### src/rtl/cop0_info_pkg.sv
// Shared COP0 register selectors and Cause/Status bit positions.
package cop0_info;

    localparam logic [4:0] RD_COUNT    = 5'd9;
    localparam logic [4:0] RD_COMPARE  = 5'd11;
    localparam logic [2:0] SEL_COUNT   = 3'd0;
    localparam logic [2:0] SEL_COMPARE = 3'd0;

    localparam int IDX_STATUS_IE   = 0;
    localparam int IDX_STATUS_EXL  = 1;
    localparam int IDX_STATUS_ERL  = 2;
    localparam int IDX_STATUS_IM_S = 8;
    localparam int IDX_STATUS_IM_E = 15;

    localparam int IDX_CAUSE_IP_S  = 8;
    localparam int IDX_CAUSE_TI    = 30;
    localparam int IP_HW_BASE      = 2;
    localparam int IP_TIMER        = 7;

    // Global interrupt enable: IE set and neither exception nor error level active.
    function automatic logic irq_globally_enabled(input logic [31:0] status);
        return status[IDX_STATUS_IE] && !status[IDX_STATUS_EXL] && !status[IDX_STATUS_ERL];
    endfunction

endpackage

### src/rtl/cop0_timer_irq_sync.sv
// Two-flop, width-parameterised synchroniser with asynchronous reset.
module irq_sync #(
    parameter int DATA_W = 6
) (
    input  logic              clk,
    input  logic              reset,
    input  logic [DATA_W-1:0] d,
    output logic [DATA_W-1:0] q
);

    logic [DATA_W-1:0] sync_p0;
    logic [DATA_W-1:0] sync_p1;

    always_ff @(posedge clk or posedge reset) begin
        if (reset) begin
            sync_p0 <= '0;
            sync_p1 <= '0;
        end else begin
            sync_p0 <= d;
            sync_p1 <= sync_p0;
        end
    end

    assign q = sync_p1;

endmodule

### src/rtl/cop0_timer_irq.sv
// COP0 Count/Compare timer, hardware interrupt synchronisation and masked irq.
// Build option: COP0_COUNT_DIV2_EN makes Count advance every second clock.
module cop0_timer_irq
    import cop0_info::*;
(
    input  logic        clk,
    input  logic        reset,
    input  logic        we,
    input  logic [4:0]  wr_rd,
    input  logic [2:0]  wr_sel,
    input  logic [31:0] wr_data,
    input  logic [31:0] status,
    input  logic [1:0]  sw_ip,
    input  logic [5:0]  hw_int,
    output logic [31:0] count,
    output logic [31:0] compare,
    output logic        ti,
    output logic [5:0]  ip_hw,
    output logic        irq
);

    logic        count_wr;
    logic        compare_wr;
    logic        inc;
    logic [31:0] count_next;
    logic [5:0]  hw_sync;
    logic [7:0]  pending;
    logic [7:0]  im;
    logic        irq_next;
    logic        unused_status;

    assign count_wr   = we && (wr_rd == RD_COUNT)   && (wr_sel == SEL_COUNT);
    assign compare_wr = we && (wr_rd == RD_COMPARE) && (wr_sel == SEL_COMPARE);
    assign count_next = count + 32'd1;

`ifdef COP0_COUNT_DIV2_EN
    logic phase;

    always_ff @(posedge clk or posedge reset) begin
        if (reset) begin
            phase <= 1'b0;
        end else begin
            phase <= count_wr ? 1'b0 : ~phase;
        end
    end

    assign inc = phase;
`else
    assign inc = 1'b1;
`endif

    // Count write beats increment; Compare write beats a simultaneous match.
    always_ff @(posedge clk or posedge reset) begin
        if (reset) begin
            count   <= '0;
            compare <= '0;
            ti      <= 1'b0;
        end else begin
            if (count_wr) begin
                count <= wr_data;
            end else if (inc) begin
                count <= count_next;
            end
            if (compare_wr) begin
                compare <= wr_data;
                ti      <= 1'b0;
            end else if (!count_wr && inc && (count_next == compare)) begin
                ti <= 1'b1;
            end
        end
    end

    irq_sync #(.DATA_W(6)) u_irq_sync (
        .clk   (clk),
        .reset (reset),
        .d     (hw_int),
        .q     (hw_sync)
    );

    always_comb begin
        ip_hw = hw_sync;
        ip_hw[IP_TIMER-IP_HW_BASE] = hw_sync[IP_TIMER-IP_HW_BASE] | ti;
    end

    assign pending  = {ip_hw, sw_ip};
    assign im       = status[IDX_STATUS_IM_E:IDX_STATUS_IM_S];
    assign irq_next = irq_globally_enabled(status) && (|(pending & im));

    always_ff @(posedge clk or posedge reset) begin
        if (reset) begin
            irq <= 1'b0;
        end else begin
            irq <= irq_next;
        end
    end

    assign unused_status = ^{status[31:16], status[7:3]};

endmodule

### config.mk
export PLATFORM = sky130hd
export DESIGN_NAME = cop0_timer_irq
export DESIGN_NICKNAME = d
export VERILOG_FILES = /design/src/rtl/cop0_info_pkg.sv /design/src/rtl/cop0_timer_irq_sync.sv /design/src/rtl/cop0_timer_irq.sv
export SDC_FILE = /design/constraint.sdc
export NUM_CORES = 1
export LEC_CHECK = 0
export CORE_UTILIZATION = 31
export CTS_BUF_LIST = sky130_fd_sc_hd__clkbuf_16
export DETAILED_ROUTE_END_ITERATION = 8
export GPL_TIMING_DRIVEN = 0
export PLACE_DENSITY = 0.62
export RECOVER_POWER = 25
export SLEW_MARGIN = 5
export SYNTH_ARGS = -nofsm -noshare
export SYNTH_HDL_FRONTEND = slang
export SYNTH_SLANG_ARGS = --single-unit
export TNS_END_PERCENT = 5
### constraint.sdc
create_clock -name clk -period 2.5 [get_ports clk]
set_clock_uncertainty 0.15 [all_clocks]
set_input_delay 0.375 -clock clk [delete_from_list [all_inputs] [get_ports clk]]
set_output_delay 0.375 -clock clk [all_outputs]
set_load 0.1 [all_outputs]
==> results by group <==
Logic synthesis
  – Warnings, synthesis: 0
  – Most area-consuming cells after synthesis: sky130_fd_sc_hd__dfrtp_1 (44%), sky130_fd_sc_hd__mux2_2 (8.2%), sky130_fd_sc_hd__xnor2_1 (7.2%), sky130_fd_sc_hd__xor2_1 (4.2%), sky130_fd_sc_hd__nand2_1 (3.3%)
  – Synth top area share: between 40% and 50%
  – Async set or reset register ratio after synthesis: between 90% and 100%
  – Post-synth top cells: sky130_fd_sc_hd__dfrtp_1 (78), sky130_fd_sc_hd__nand2_1 (39), sky130_fd_sc_hd__xnor2_1 (36)
  – Post-synthesis cell count: approximately 430
  – Dominant cell by count in the synthesized netlist: sky130_fd_sc_hd__dfrtp_1
  – Number of library cell types mapped by synthesis: 66
  – Post-synthesis net count: just over 500
  – Syn Std Cell Area: roughly 4400 µm²
  – Seq cells post-synth: 78
  – Primary flip-flop cell chosen by synthesis mapping: sky130_fd_sc_hd__dfrtp_1
  – Avg Cell Area, Syn: a little over 10 µm²
  – Number of enable-type register cells in the synthesized netlist: 0
  – Proportion of synthesized chip area in sequential cells: between 40 and 50%
  – Leading area contributor after synthesis: sky130_fd_sc_hd__dfrtp_1

Critical path
  – Setup slack of the worst register-to-register path: -0.16 ns
  – Critical path capture point type: flop
  – Crit path from: count[0]
  – Worst setup path end: ti
  – Crit Path Class: flop to flop
  – Depth of the worst register-to-register path: 9
  – Arrival time of the worst setup path: approximately 2.8 ns
  – Largest fanout of any net on the critical path: 8
  – Endpoint of the worst-slack reg-to-reg timing path: ti
  – Worst r2r src: count[0]
  – Critical path launch point type: flop
  – Data required time of the worst path: about 2.6 ns

Job
  – Maxcap violations: 0

Drt
  – Remaining DRCs: 0
  – Total vias in the final route: 3777
  – Antenna violation net count after detailed routing: 0
  – Top metal layer carrying routed signals: met4
  – Average detailed-routed wire length per instance: ~17 µm
  – Total routed wirelength: between 10000 and 15000 µm
  – Number of violations reported at the end of detailed-routing iteration 0: between 100 and 150
  – Met1 wire length: 5676 µm
  – WL met2: approximately 6300 µm
  – Wire length on met3: 628 µm
  – Number of search-and-repair iterations in the first detailed-routing pass: 4
  – Vias per inst: slightly below 5

Floorplan
  – Area of the placeable core: about 14000 µm²
  – # IOs: 155
  – DIE HEIGHT: approximately 120 µm
  – Effective utilization at floorplan: roughly a third
  – Floorplan die width: between 100 and 150 µm
  – Area of the die: approximately 15000 µm²
  – Row Count: 43

Timing
  – Final critical delay including setup and external delays: 2.659 ns
  – FMAX: 0.3761 GHz
  – Setup repair after global routing missed its margin: yes
  – Worst-Margin Slew: 1.272 ns
  – Number of failing hold endpoints at the final stage: 0
  – Final Setup Violations: 1
  – Slew HR: about 15%
  – Final worst-path cycle share: 106.4%
  – Slew Viols, Final: 0
  – Final setup margin: -0.1588 ns

Run status
  – Result of the run: complete, but fails checks
  – Failing checks: setup timing

Placement
  – Final HPWL from detailed placement: between 9000 and 10000 µm
  – Instance area at placement: a little over 6000 µm²
  – IO Port Bufs: around 130
  – Placement Setup Slack: -0.6829 ns
  – Final weighted congestion in routability-driven placement: between 0.8 and 0.9

Finish
  – Number of antenna diodes: 0
  – Multi-input combinational cell area: about 2400 µm²
  – Final Instance Area: between 6000 and 7000 µm²
  – Post-layout nets: roughly 660
  – Area growth from synthesis to final layout: 49.10%
  – Sequential cell area: approximately 2000 µm²
  – Share of final-layout standard cells stronger than drive strength 1: approximately 22%
  – Layout fillers: about 1300

Clock network
  – CTS H-tree depth: 3
  – Clock tree from TritonCTS: yes
  – Clock network latency to the later pin of the worst-skew pair: about 0.35 ns
  – Buffer type at the clock tree root: sky130_fd_sc_hd__clkbuf_16
  – Clock tree buffer depth: 2
  – Sinks on the clock net: 78
  – Post-CTS clock slew at the launch and capture registers of the worst setup and hold paths: about 0.06 ns
  – Number of CTS-inserted buffers: 9

Power
  – Standby leakage power: approximately 2.8 nW
  – Total power of the final layout: about 4.8 mW
  – Max rail drop VDD: about 0.62 mV
  – Power density over cell area: roughly 730 nW/µm²

Global route
  – Maximum number of pins on one net before global-route repair: between 50 and 60
  – Via count of the first global-routing pass: between 4000 and 5000
  – Number of antenna violations at the first check in global routing: 0
  – Leftover overflow at the end of global routing: 0
  – GR Util All Layers: between 10% and 20%
  – Global-route wire length before repair: approximately 21000 µm

Min path
  – Hold WC Path Type: flop to flop
## how the worst min path moves through the flow
| stage | from | end | slack, ns | depth (start not counted) |
|---|---|---|---|---|
| after global placement | u_irq_sync.sync_p0[4] | u_irq_sync.q[4] | 0.18 | 0 |
| final | u_irq_sync.sync_p0[3] | u_irq_sync.q[3] | 0.20 | 0 |
| after global routing | u_irq_sync.sync_p0[3] | u_irq_sync.q[3] | 0.21 | 0 |
| after CTS | u_irq_sync.sync_p0[3] | u_irq_sync.q[3] | 0.20 | 0 |
| after detailed placement | u_irq_sync.sync_p0[3] | u_irq_sync.q[3] | 0.19 | 0 |
| after floorplan | u_irq_sync.sync_p0[0] | u_irq_sync.q[0] | 0.18 | 0 |
## where the power goes
group	leakage [nW]	internal (mW)	switching (mW)
clock	0.133	0.673	0.549
combinational	1.70	0.604	1.40
sequential	0.927	1.40	0.153
total	2.76	2.68	2.10
## layout make-up
type,instances,area share [%]
Clock buffer,9,3.442
Tap cell,180,3.442
Clock inverter,7,0.7650
Multi-Input combinational cell,310,36.87
Buffer,30,3.155
Timing Repair Buffer,143,21.71
Sequential cell,78,30.25
Inverter,6,0.3634
## cells in the final DEF, fill, tap and decap left out, types with 10 or more instances in the layout
cell	netlist	final
sky130_fd_sc_hd__nand3_1	14	11
sky130_fd_sc_hd__dfrtp_1	78	56
sky130_fd_sc_hd__clkdlybuf4s50_1	0	102
sky130_fd_sc_hd__mux2_2	32	32
sky130_fd_sc_hd__dlymetal6s2s_1	0	12
sky130_fd_sc_hd__nand4_1	17	17
sky130_fd_sc_hd__o21ai_0	19	19
sky130_fd_sc_hd__a21oi_1	15	15
sky130_fd_sc_hd__dlygate4sd2_1	0	11
sky130_fd_sc_hd__nand2_1	39	39
sky130_fd_sc_hd__dfrtp_2	0	22
sky130_fd_sc_hd__buf_4	6	17
sky130_fd_sc_hd__clkbuf_1	16	10
sky130_fd_sc_hd__xnor2_1	36	36
sky130_fd_sc_hd__xor2_1	21	21
sky130_fd_sc_hd__nor2_1	31	30
## cells by family (layout without fill, tap and decap cells)
group | count (synthesis) | after routing | synth area share, %
buf+inv | 37 | 195 | 3.906
compound gates | 65 | 65 | 10.47
fa+ha+maj | 1 | 1 | 0.2851
simple gates | 151 | 151 | 19.19
xor+xnor | 61 | 61 | 13.46
flops | 78 | 78 | 44.48
mux | 32 | 32 | 8.212
## registers in the layout, indices dropped and copies added, names as in the netlist
| name | cells |
|---|---|
| u_irq_sync.sync_p0 | 6 |
| count | 32 |
| compare | 32 |
| irq | 1 |
| u_irq_sync.q | 6 |
| ti | 1 |
## what timing repair did
item                                    CTS  global route
gates resized for setup                  27            15
hold buffers                              0             0
setup buffers                             8             1
pin swaps                                13             2
endpoints found under the setup margin   22            25
## per-stage QoR
| step | hold WS (ns) | TNS (ns) | std cells | util [%] |
|---|---|---|---|---|
| 6_report | 0.1978 | -0.1588 | 763 | 47.32 |
| 2_1_floorplan | 0.1812 | -5.408 | 425 | - |
| 3_3_place_gp | 0.1816 | -115.38 | 738 | 44.10 |
| 4_1_cts | 0.2001 | -0.1556 | 762 | 47.21 |
| 5_1_grt | 0.2090 | -4.746 | 763 | 47.32 |
| 3_5_place_dp | 0.1855 | -9.056 | 739 | 44.31 |
## critical path: stages (launching register included)
cell and delay, ns:
sky130_fd_sc_hd__dfrtp_2 0.44, sky130_fd_sc_hd__ha_4 0.14, sky130_fd_sc_hd__buf_4 0.16, sky130_fd_sc_hd__nand3_4 0.16
sky130_fd_sc_hd__nor2_4 0.15, sky130_fd_sc_hd__a41oi_1 0.14, sky130_fd_sc_hd__or4_4 0.57, sky130_fd_sc_hd__a2111oi_4 0.23
sky130_fd_sc_hd__nand4_1 0.16, sky130_fd_sc_hd__o31ai_2 0.26
## per-layer routing
metal | track usage (%) | vias up
met5 | 0 | -
met4 | 7.022 | 0
met3 | 4.934 | 16
met2 | 31.54 | 92
met1 | 23.17 | 1848
li1 | - | 1821
No activity file was read; power rests on OpenSTA's default activity.
